$ cat config.mk
export PLATFORM = sky130hd
export DESIGN_NAME = regfile_master
export DESIGN_NICKNAME = d
export VERILOG_FILES = /design/src/rtl/regfile_pkg.sv /design/src/rtl/regfile_wbuf.sv /design/src/rtl/regfile_master.sv
export SDC_FILE = /design/constraint.sdc
export NUM_CORES = 1
export LEC_CHECK = 0
export ABC_CLOCK_PERIOD_IN_PS = 2600
export BUFFER_PORTS_ARGS = -buffer_cell sky130_fd_sc_hd__clkbuf_2
export CELL_PAD_IN_SITES_DETAIL_PLACEMENT = 0
export CELL_PAD_IN_SITES_GLOBAL_PLACEMENT = 1
export CORE_ASPECT_RATIO = 1.4
export CORE_MARGIN = 2
export CORE_UTILIZATION = 40
export CTS_CLUSTER_DIAMETER = 30
export DETAILED_ROUTE_END_ITERATION = 16
export PLACE_DENSITY = 0.86
export SYNTH_ARGS = -nofsm -noshare
export SYNTH_HDL_FRONTEND = slang
export SYNTH_SLANG_ARGS = --single-unit
$ cat constraint.sdc
create_clock -name clock -period 2.6 [get_ports clock]
set_input_delay 0.39 -clock clock [delete_from_list [all_inputs] [get_ports clock]]
set_output_delay 0.39 -clock clock [all_outputs]
set_load 0.005 [all_outputs]
$ cat src/rtl/regfile_pkg.sv
// -----------------------------------------------------------------------------
// regfile_pkg
// Shared definitions for the register-file master:
//   - default widths/depth used as parameter defaults by regfile_master and
//     regfile_wbuf
//   - the read-response FSM state type
// No ports (package).
// -----------------------------------------------------------------------------
package regfile_pkg;

    localparam int DATA_W_DEFAULT     = 32;
    localparam int ADDR_W_DEFAULT     = 5;
    localparam int WBUF_DEPTH_DEFAULT = 4;

    // Response holding register: EMPTY has no response, FULL presents one.
    typedef enum logic [0:0] {
        RSP_EMPTY = 1'b0,
        RSP_FULL  = 1'b1
    } rsp_state_e;

endpackage : regfile_pkg

$ cat src/rtl/regfile_wbuf.sv
// -----------------------------------------------------------------------------
// regfile_wbuf
// Write buffer: a FIFO of {address, data} entries with wrapping head/tail
// pointers, plus two parallel address-search ports that return the data of
// the youngest valid entry matching each search address.
// Ports:
//   clock, ctrl_reset_n        clock / async active-low reset
//   push, push_addr, push_data enqueue an entry (caller guarantees not full)
//   pop                        dequeue the head entry (caller guarantees not empty)
//   head_addr, head_data       current head entry
//   count                      occupancy, 0..DEPTH
//   search_addr_a/b            search addresses
//   hit_a/b, hit_data_a/b      match flag and youngest matching data
// -----------------------------------------------------------------------------
module regfile_wbuf
    import regfile_pkg::*;
#(
    parameter int DATA_W  = DATA_W_DEFAULT,
    parameter int ADDR_W  = ADDR_W_DEFAULT,
    parameter int DEPTH   = WBUF_DEPTH_DEFAULT,
    localparam int PTR_W  = $clog2(DEPTH),
    localparam int CNT_W  = PTR_W + 1
) (
    input  logic              clock,
    input  logic              ctrl_reset_n,
    input  logic              push,
    input  logic [ADDR_W-1:0] push_addr,
    input  logic [DATA_W-1:0] push_data,
    input  logic              pop,
    output logic [ADDR_W-1:0] head_addr,
    output logic [DATA_W-1:0] head_data,
    output logic [CNT_W-1:0]  count,
    input  logic [ADDR_W-1:0] search_addr_a,
    input  logic [ADDR_W-1:0] search_addr_b,
    output logic              hit_a,
    output logic              hit_b,
    output logic [DATA_W-1:0] hit_data_a,
    output logic [DATA_W-1:0] hit_data_b
);

    logic [ADDR_W-1:0] addr_mem_r [DEPTH];
    logic [DATA_W-1:0] data_mem_r [DEPTH];
    logic [PTR_W-1:0]  head_r;
    logic [PTR_W-1:0]  tail_r;
    logic [CNT_W-1:0]  count_r;

    // Storage index of the i-th oldest entry, and whether that slot is occupied.
    logic [PTR_W-1:0]  age_idx_s [DEPTH];
    logic [DEPTH-1:0]  age_valid_s;

    // FIFO storage, pointers and occupancy counter.
    always_ff @(posedge clock or negedge ctrl_reset_n) begin
        if (!ctrl_reset_n) begin
            head_r  <= '0;
            tail_r  <= '0;
            count_r <= '0;
            for (int i = 0; i < DEPTH; i++) begin
                addr_mem_r[i] <= '0;
                data_mem_r[i] <= '0;
            end
        end else begin
            if (push) begin
                addr_mem_r[tail_r] <= push_addr;
                data_mem_r[tail_r] <= push_data;
                tail_r             <= tail_r + PTR_W'(1);
            end
            if (pop) begin
                head_r <= head_r + PTR_W'(1);
            end
            case ({push, pop})
                2'b10:   count_r <= count_r + CNT_W'(1);
                2'b01:   count_r <= count_r - CNT_W'(1);
                default: count_r <= count_r;
            endcase
        end
    end

    // Map age order (0 = oldest) onto storage slots; pointer wrap is free.
    always_comb begin
        for (int i = 0; i < DEPTH; i++) begin
            age_idx_s[i]   = head_r + PTR_W'(i);
            age_valid_s[i] = (CNT_W'(i) < count_r);
        end
    end

    // Youngest-match search: scanning oldest to youngest lets later hits override.
    always_comb begin
        hit_a      = 1'b0;
        hit_b      = 1'b0;
        hit_data_a = '0;
        hit_data_b = '0;
        for (int i = 0; i < DEPTH; i++) begin
            hit_data_a = (age_valid_s[i] && (addr_mem_r[age_idx_s[i]] == search_addr_a))
                         ? data_mem_r[age_idx_s[i]] : hit_data_a;
            hit_a      = (age_valid_s[i] && (addr_mem_r[age_idx_s[i]] == search_addr_a))
                         ? 1'b1 : hit_a;
            hit_data_b = (age_valid_s[i] && (addr_mem_r[age_idx_s[i]] == search_addr_b))
                         ? data_mem_r[age_idx_s[i]] : hit_data_b;
            hit_b      = (age_valid_s[i] && (addr_mem_r[age_idx_s[i]] == search_addr_b))
                         ? 1'b1 : hit_b;
        end
    end

    assign head_addr = addr_mem_r[head_r];
    assign head_data = data_mem_r[head_r];
    assign count     = count_r;

endmodule : regfile_wbuf

$ cat src/rtl/regfile_master.sv
// -----------------------------------------------------------------------------
// regfile_master
// Front end of a register file: buffers writes and drains them to the
// register-file write port, serves two-operand reads with write-buffer bypass
// and a one-deep registered response.
// Ports:
//   clock, ctrl_reset_n                 clock / async active-low reset
//   wr_valid/wr_ready, wr_addr/wr_data  write requests
//   rd_valid/rd_ready, rd_addrA/B       read requests
//   rsp_valid/rsp_ready, rsp_dataA/B    read responses (latency 1)
//   ctrl_hold                           stalls draining of buffered writes
//   ctrl_writeEnable/ctrl_writeReg/data_writeReg  register-file write port
//   ctrl_readRegA/B, data_readRegA/B    register-file read port (combinational)
//   wbuf_count                          write-buffer occupancy
// -----------------------------------------------------------------------------
module regfile_master
    import regfile_pkg::*;
#(
    parameter int DATA_W     = DATA_W_DEFAULT,
    parameter int ADDR_W     = ADDR_W_DEFAULT,
    parameter int WBUF_DEPTH = WBUF_DEPTH_DEFAULT,
    localparam int CNT_W     = $clog2(WBUF_DEPTH) + 1
) (
    input  logic              clock,
    input  logic              ctrl_reset_n,
    input  logic              wr_valid,
    output logic              wr_ready,
    input  logic [ADDR_W-1:0] wr_addr,
    input  logic [DATA_W-1:0] wr_data,
    input  logic              rd_valid,
    output logic              rd_ready,
    input  logic [ADDR_W-1:0] rd_addrA,
    input  logic [ADDR_W-1:0] rd_addrB,
    output logic              rsp_valid,
    input  logic              rsp_ready,
    output logic [DATA_W-1:0] rsp_dataA,
    output logic [DATA_W-1:0] rsp_dataB,
    input  logic              ctrl_hold,
    output logic              ctrl_writeEnable,
    output logic [ADDR_W-1:0] ctrl_writeReg,
    output logic [DATA_W-1:0] data_writeReg,
    output logic [ADDR_W-1:0] ctrl_readRegA,
    output logic [ADDR_W-1:0] ctrl_readRegB,
    input  logic [DATA_W-1:0] data_readRegA,
    input  logic [DATA_W-1:0] data_readRegB,
    output logic [CNT_W-1:0]  wbuf_count
);

    logic [CNT_W-1:0]  count_s;
    logic              push_s;
    logic              pop_s;
    logic [ADDR_W-1:0] head_addr_s;
    logic [DATA_W-1:0] head_data_s;
    logic              hit_a_s;
    logic              hit_b_s;
    logic [DATA_W-1:0] hit_data_a_s;
    logic [DATA_W-1:0] hit_data_b_s;
    logic              rd_accept_s;
    logic [DATA_W-1:0] resolved_a_s;
    logic [DATA_W-1:0] resolved_b_s;
    rsp_state_e        state_r;
    rsp_state_e        state_next_s;
    logic [DATA_W-1:0] rsp_a_r;
    logic [DATA_W-1:0] rsp_b_r;

    // Write side: ready depends only on occupancy, never on a same-cycle drain.
    assign wr_ready = (count_s < CNT_W'(WBUF_DEPTH));
    assign push_s   = wr_valid && wr_ready;
    assign pop_s    = (count_s != '0) && !ctrl_hold;

    // Head entry is presented only while it is being popped; r0 entries drain silently.
    assign ctrl_writeEnable = pop_s && (head_addr_s != '0);
    assign ctrl_writeReg    = pop_s ? head_addr_s : '0;
    assign data_writeReg    = pop_s ? head_data_s : '0;
    assign wbuf_count       = count_s;

    // Read side.
    assign ctrl_readRegA = rd_addrA;
    assign ctrl_readRegB = rd_addrB;
    assign rsp_valid     = (state_r == RSP_FULL);
    assign rd_ready      = !rsp_valid || rsp_ready;
    assign rd_accept_s   = rd_valid && rd_ready;
    assign rsp_dataA     = rsp_a_r;
    assign rsp_dataB     = rsp_b_r;

    regfile_wbuf #(
        .DATA_W (DATA_W),
        .ADDR_W (ADDR_W),
        .DEPTH  (WBUF_DEPTH)
    ) u_wbuf (
        .clock         (clock),
        .ctrl_reset_n  (ctrl_reset_n),
        .push          (push_s),
        .push_addr     (wr_addr),
        .push_data     (wr_data),
        .pop           (pop_s),
        .head_addr     (head_addr_s),
        .head_data     (head_data_s),
        .count         (count_s),
        .search_addr_a (rd_addrA),
        .search_addr_b (rd_addrB),
        .hit_a         (hit_a_s),
        .hit_b         (hit_b_s),
        .hit_data_a    (hit_data_a_s),
        .hit_data_b    (hit_data_b_s)
    );

    // Operand A: r0 is hard zero, otherwise buffered data wins over the register file.
    always_comb begin
        resolved_a_s = '0;
        if (rd_addrA == '0) begin
            resolved_a_s = '0;
        end else if (hit_a_s) begin
            resolved_a_s = hit_data_a_s;
        end else begin
            resolved_a_s = data_readRegA;
        end
    end

    // Operand B: resolved independently of A.
    always_comb begin
        resolved_b_s = '0;
        if (rd_addrB == '0) begin
            resolved_b_s = '0;
        end else if (hit_b_s) begin
            resolved_b_s = hit_data_b_s;
        end else begin
            resolved_b_s = data_readRegB;
        end
    end

    // Response FSM state register.
    always_ff @(posedge clock or negedge ctrl_reset_n) begin
        if (!ctrl_reset_n) begin
            state_r <= RSP_EMPTY;
        end else begin
            state_r <= state_next_s;
        end
    end

    // Response FSM next state.
    always_comb begin
        state_next_s = state_r;
        case (state_r)
            RSP_EMPTY: begin
                if (rd_accept_s) begin
                    state_next_s = RSP_FULL;
                end else begin
                    state_next_s = RSP_EMPTY;
                end
            end
            RSP_FULL: begin
                if (rsp_ready && !rd_accept_s) begin
                    state_next_s = RSP_EMPTY;
                end else begin
                    state_next_s = RSP_FULL;
                end
            end
            default: state_next_s = RSP_EMPTY;
        endcase
    end

    // Response data: captured on accept, otherwise held (stable under backpressure).
    always_ff @(posedge clock or negedge ctrl_reset_n) begin
        if (!ctrl_reset_n) begin
            rsp_a_r <= '0;
            rsp_b_r <= '0;
        end else if (rd_accept_s) begin
            rsp_a_r <= resolved_a_s;
            rsp_b_r <= resolved_b_s;
        end else begin
            rsp_a_r <= rsp_a_r;
            rsp_b_r <= rsp_b_r;
        end
    end

endmodule : regfile_master

Yosys cells after proc, flatten, opt, wreduce, memory -nomap -nowiden:

Index checks and enable logic that the tools add are counted.

* $add $sub $neg: 6
* muxes and demuxes: 56
* $lt $le $gt $ge: 11
* bitwise operators: 6
* reduce and logical (&&, ||, !) cells: 23
* equality and inequality tests: 10

Operators by type and width (count)
* $mux 32: 22
* $bmux 32 s2: 4
* $bwmux 128: 1
* $demux 32 s2: 1
* $mux 5: 10
* $bmux 5 s2: 4
* $eq 5x5->1: 8
* $bwmux 20: 1
* $ge 3x3->1 const B: 5
* $not 2->3: 5
* $logic_and 1x1->1: 14
* $demux 5 s2: 1
* $logic_not 5->1: 2
* $mux 1: 10
* $lt 1x3->1 const A: 2
* $lt 2x3->1 const A: 2
* $pmux 3 s2: 1
* $reduce_bool 5->1: 1
* $add 2x1->2 const B: 2
* $add 2x2->2 const B: 2
* $add 3x1->3 const B: 1
* $logic_not 1->1: 3
* $lt 3x1->1 const B: 1
* $lt 3x3->1 const B: 1
* other kinds (8): 8

* word-level logic and storage cells: 126
* output and inout bits: 118
* bits of input ports: 117
* flip-flop bits (word level): 220

Longest topological paths before layout:

* depth in word-level cells: 12
* gate-level depth with buffers: 12
* mapped depth without buffers: 8

Hierarchy:

A second synthesis with hierarchy kept.

* cells, all modules: 1781
* area, all modules: 17128.9 um2

Modules (own cells, without submodules)
* regfile_wbuf: area each 13264.0 um2, instances 1, cells each 1426, seq. area each 3878.7 um2
* regfile_master: area each 3865.0 um2, instances 1, cells each 355, seq. area each 1626.6 um2

Worst setup path after synthesis:

No wires, ideal clock.

* kind: register to register
* from: register u_wbuf.head_r[0]
* to: register rsp_b_r[11] (netlist: rsp_dataB[11])
* buffers on the path: 4
* cell stages (with the launch flop): 12
* data required time: 2508 ps
* library setup time: 92 ps
* path slack: 16 ps
* period minus slack after synthesis: 2584 ps
* data arrival time: 2492 ps
* path through: dfrtp_1 > buf_6 > buf_6 > mux4_2 > xnor2_2 > nand2_2 > or4_4 > buf_6 > buf_6 > o221ai_2 > a211oi_1 > o31ai_2

* cells in the longest elaborated chain, start to end: 12
* elaborated cells between the ends (all ways): 49
* classes of those cells: add/sub (3); eq/ne (4); mux (34); bitwise (4); reduce/logical (4)

Ends and longest elaborated chain
* start: declaration: RTL line regfile_wbuf.sv:43 `logic [PTR_W-1:0] head_r;`
* start signal: assignment: RTL line regfile_wbuf.sv:68 `head_r <= head_r + PTR_W'(1);`
* $add 2x1->2 / $not 2->3 (equally long branches)
* $not 2->3 (not written as such) / $bmux 5 s2 (equally long branches): RTL line regfile_wbuf.sv:97, regfile_wbuf.sv:98, regfile_wbuf.sv:99
* $bmux 5 s2 / $mux 5 (equally long branches): RTL line regfile_wbuf.sv:97, regfile_wbuf.sv:99
* $mux 5 (not written as such): RTL line regfile_wbuf.sv:97, regfile_wbuf.sv:99
* $mux 5 (not written as such) / $eq 5x5->1 (equally long branches): RTL line regfile_wbuf.sv:97, regfile_wbuf.sv:99
* $eq 5x5->1 / $logic_and 1x1->1 (equally long branches): RTL line regfile_wbuf.sv:97, regfile_wbuf.sv:99
* $logic_and 1x1->1, or another cell as far along: RTL line regfile_wbuf.sv:97, regfile_wbuf.sv:99
* $mux 32 / $mux 1 (equally long branches) (3 in a row): RTL line regfile_wbuf.sv:98, regfile_wbuf.sv:100
* $mux 32 *: RTL line regfile_master.sv:125 `end else if (hit_b_s) begin`
* $mux 32 *: RTL line regfile_master.sv:123 `if (rd_addrB == '0) begin`
* end signal: assignment: RTL line regfile_master.sv:170 `rsp_b_r <= resolved_b_s;`
* end signal: assignment: RTL line regfile_master.sv:173 `rsp_b_r <= rsp_b_r;`
* end: declaration: RTL line regfile_master.sv:64 `logic [DATA_W-1:0] rsp_b_r;`

Mark *: on every way between the ends. The rest lies on a longest branch, timed or not. The select of a mux whose other input is x is not followed.
A chain may end at the register's enable or synchronous reset.

Worst setup path after layout:

* from: register u_wbuf.head_r[1]
* to: register rsp_a_r[16] (netlist: rsp_dataA[16])

* cells in the longest elaborated chain, start to end: 12
* elaborated cells between the ends (all ways): 49
* classes of those cells: add/sub (3); eq/ne (4); mux (34); bitwise (4); reduce/logical (4)

Ends and longest elaborated chain
* $add 2x1->2 / $not 2->3 (equally long branches)
* $not 2->3 (not written as such) / $bmux 5 s2 (equally long branches): RTL line regfile_wbuf.sv:93, regfile_wbuf.sv:94, regfile_wbuf.sv:95
* $bmux 5 s2 / $mux 5 (equally long branches): RTL line regfile_wbuf.sv:93, regfile_wbuf.sv:95
* $mux 5 (not written as such): RTL line regfile_wbuf.sv:93, regfile_wbuf.sv:95
* $mux 5 (not written as such) / $eq 5x5->1 (equally long branches): RTL line regfile_wbuf.sv:93, regfile_wbuf.sv:95
* $eq 5x5->1 / $logic_and 1x1->1 (equally long branches): RTL line regfile_wbuf.sv:93, regfile_wbuf.sv:95
* $logic_and 1x1->1, or another cell as far along: RTL line regfile_wbuf.sv:93, regfile_wbuf.sv:95
* $mux 32 / $mux 1 (equally long branches) (3 in a row): RTL line regfile_wbuf.sv:94, regfile_wbuf.sv:96
* $mux 32 *: RTL line regfile_master.sv:113 `end else if (hit_a_s) begin`
* $mux 32 *: RTL line regfile_master.sv:111 `if (rd_addrA == '0) begin`
* end signal: assignment: RTL line regfile_master.sv:169 `rsp_a_r <= resolved_a_s;`
* end signal: assignment: RTL line regfile_master.sv:172 `rsp_a_r <= rsp_a_r;`
* end: declaration: RTL line regfile_master.sv:63 `logic [DATA_W-1:0] rsp_a_r;`

Marks and branches as above.

==> run_results.csv <==
group,metric,value,unit
run_status,violations,"negative setup slack",
run_status,status,"finished, violations left",
synth,syn_area,0.0150,mm2
synth,postSynthCellCount,1543,
global_routing,met3_usage,6.03,%
placement,placedCellCount,2263,
synth,synth_nets,1668,
routing,dr.pass1.iters,6,
sta,fin_skew,0.0172,ns
synth,synth-edff-count,0,
clock_tree,clk_path_buf_depth,3,
sta,setup_viol,96,
synth,async_reset_ff_share,100,%
pwr,p_int,20.3,mW
die,die_y,233,um
global_routing,grtUsageMet2,49.4,%
final_layout,postLayoutCoreUtil,58.3,%
pwr,sw_frac_of_total,43.8,%
pwr,power_leakage,9.58,nW
placement,port_buffers,234,
routing,vias,14900,
clock_tree,clk_pin_slew,0.05,ns
synth,ys_types,48,
synth,synth_flop_cell,"dfrtp_1",
min_path,holdPathEnd,"rsp_dataA[14]",
min_path,hold_class,"in2reg",
critical_path,reg2reg_slack,-0.36,ns
sta,layout_min_cycle_time,2.96,ns
global_routing,busiest_layer,"met2",
global_routing,grt_pass1_wl,86.7,mm
global_routing,gr-usage-met1,31.9,%
sta,hold_viol,0,
placement,gp_congestion,0.897,
die,io_pins,235,
final_layout,syn_to_final_growth,44.9,%
min_path,hold_depth,3,
clock_tree,htree_levels,2,
critical_path,reg2reg_from,"u_wbuf.head_r[1]",
die,start_util,40.2,%
placement,hpwlAfterDp,35.2,mm
die,core_area,0.0373,mm2
die,die_area,0.0391,mm2
final_layout,finalNonFillerCells,2420,
routing,via_per_inst,6.16,
routing,drt-initial-drc-count,1243,
routing,route.detailed.drc,0,
global_routing,grt-ovfl-total,0,
sta,clock.fmax,0.338,GHz
pwr,pwr-share-clk,16.2,%
global_routing,grt_max_degree,103,
pwr,p_comb_share,65.3,%
die,die_x,168,um
critical_path,worstPathMaxFanout,7,
routing,drt-wirelength-per-cell,24.4,um
clock_tree,cts_made_buffers,43,
run,maxCapViolations,0,
synth,ys_warn_count,0,
global_routing,grt_pass1_vias,15200,
sta,relSlewSlack,48.6,%
synth,synth.avg_cell_area,9.73,um2
sta,post-route-period-util,114,%
global_routing,grtUsageTotal,28.8,%
clock_tree,cts_root_buffer,"clkbuf_16",
global_routing,antenna_found_initial,5,
final_layout,fillers,2943,
sta,fin_ws,-0.360,ns
critical_path,r2r-end,"rsp_dataA[16]",
critical_path,worstSetupPathType,"reg2reg",
final_layout,drive_gt1_share,52.9,%
critical_path,crit_arrival,3.40,ns
final_layout,nets,2035,
min_path,min_from,"data_readRegA[14]",
pwr,power_switching,15.8,mW
sta,worstMarginPinSlew,0.770,ns
routing,totalWireLength,59.0,mm
critical_path,reg2regPathDepth,12,
critical_path,cp-end-kind,"flip-flop",
critical_path,worst_ep_required_time,3.04,ns
critical_path,start_kind,"flip-flop",
synth,ys_ff_latch,220,
clock_tree,clk_latency,0.56,ns
routing,ant_nets,0,
die,num_rows,84,
pwr,p_seq_share,18.5,%
clock_tree,cts_tree,"yes",
pwr,power_density,1660,mW/mm2
sta,drv_slew,0,
synth,synth.yosys.seq_area_share,36.7,%
sta,rsz0062_at_grt,"true",
pwr,irDropWorstVdd,0.903,mV
clock_tree,cts_num_sinks,220,
through the flow:
stage	instance area [um2]	setup TNS [ns]	setup WS, ns	total power, mW	hold WS, ns
after global routing	21800	-28.15	-0.446	37.9	0.113
after global placement	17800	-25.24	-0.548	23.8	0.396
after detailed placement	17800	-28.98	-0.614	24.3	0.406
after floorplan	15000	0	0.0157	17.0	0.0944
after CTS	20800	-19.59	-0.296	33.4	0.0972
final	21800	-22.18	-0.360	36.2	0.110
metal layers:
metal	wire, um	vias to the layer above
met1	21100	7372
met3	4590	265
met4	4140	2
li1	-	6412
met2	29100	849
met5	11	-
worst max-delay path, cell delays in order (launching register included):
cell and delay [ns]:
dfrtp_4 0.44, buf_12 0.14, mux4_2 0.53, buf_4 0.16, xor2_2 0.15, nor4_4 0.40, buf_4 0.19, o2bb2ai_4 0.13
nor3_4 0.09, buf_6 0.14, buf_12 0.14, a211oi_2 0.23, o21ai_1 0.09
power by group through the flow:
stage	clock [mW]	sequential, mW	combinational [mW]
6_report	5.88	6.69	23.6
5_1_grt	6.10	6.88	24.9
4_1_cts	5.94	6.54	21.0
3_5_place_dp	0	6.64	17.6
3_3_place_gp	0	6.48	17.3
2_1_floorplan	0	6.12	10.9
cell usage in the layout (no fill, tap or decap), drive strengths merged, types with 35 or more instances in the layout:
master / netlist / routed
o221ai: 64 / 64
buf: 64 / 245
a21oi: 103 / 103
nand2: 171 / 171
mux2: 212 / 212
clkbuf: 94 / 287
mux2i: 65 / 65
and2: 38 / 38
nor2: 103 / 103
dfrtp: 220 / 220
o211ai: 35 / 35
a211oi: 67 / 67
o21ai: 126 / 126
synthesized netlist by cell type, types with 32 or more instances:
master	number	area, um2
nor2_1	103	387
o21ai_1	32	160
dfrtp_1	220	5510
nand2_1	170	638
a211oi_1	67	503
o21ai_0	94	470
and2_1	38	238
o221ai_1	44	385
mux2_2	212	2390
clkbuf_1	94	353
a21oi_1	103	515
buf_2	36	180
mux2i_1	65	651
o211ai_1	33	248
cells by family (layout without fill, tap and decap cells):
logic type	after synthesis	count (layout)	share of synthesized area (%)
XOR/XNOR	46	46	2.73
buffers and inverters	166	563	5.18
multiplexers	297	297	23.2
flip-flops	220	220	36.7
AND/OR/NAND/NOR	371	373	11.1
other	0	5	0
AO/OA/AOI/OAI	435	435	20.4
adder cells (fa/ha/maj)	8	8	0.667
flip-flops by register name (all words and copies together), names as in the netlist:
register	flops
u_wbuf.data_mem_r	128
rsp_dataA	32
rsp_dataB	32
u_wbuf.addr_mem_r	20
u_wbuf.count	3
u_wbuf.head_r	2
u_wbuf.tail_r	2
rsp_valid	1
worst max-delay path by stage:
stage / startpoint / endpoint / cells after the start
6_report: u_wbuf.head_r[1] / rsp_dataA[16] / 12
4_1_cts: u_wbuf.head_r[1] / rsp_dataA[14] / 11
2_1_floorplan: u_wbuf.head_r[0] / rsp_dataB[11] / 11
5_1_grt: u_wbuf.head_r[1] / rsp_dataB[2] / 12
3_5_place_dp: u_wbuf.head_r[1] / rsp_dataB[28] / 8
3_3_place_gp: u_wbuf.head_r[1] / rsp_dataB[28] / 8
layout make-up:
cell class                      count  area [um2]  area share [%]
Inverter                            8        36.3           0.167
Multi-Input combinational cell   1159       10200            46.8
Timing Repair Buffer              478        3900            17.9
Antenna cell                        5        12.5          0.0575
Tap cell                          473         592            2.72
Sequential cell                   220        5510            25.3
Clock buffer                       57        1180            5.42
Clock inverter                     20         350            1.61
timing repair:
| action | 4_1_cts | 5_1_grt |
|---|---|---|
| setup buffers | 55 | 25 |
| pin swaps | 65 | 29 |
| gates resized for setup | 192 | 153 |
| cloned | 12 | 3 |
| hold endpoints to repair | 70 | 0 |
| hold buffers | 1 | 0 |
| setup endpoints to repair | 97 | 102 |
No activity file was read; power rests on OpenSTA's default activity.
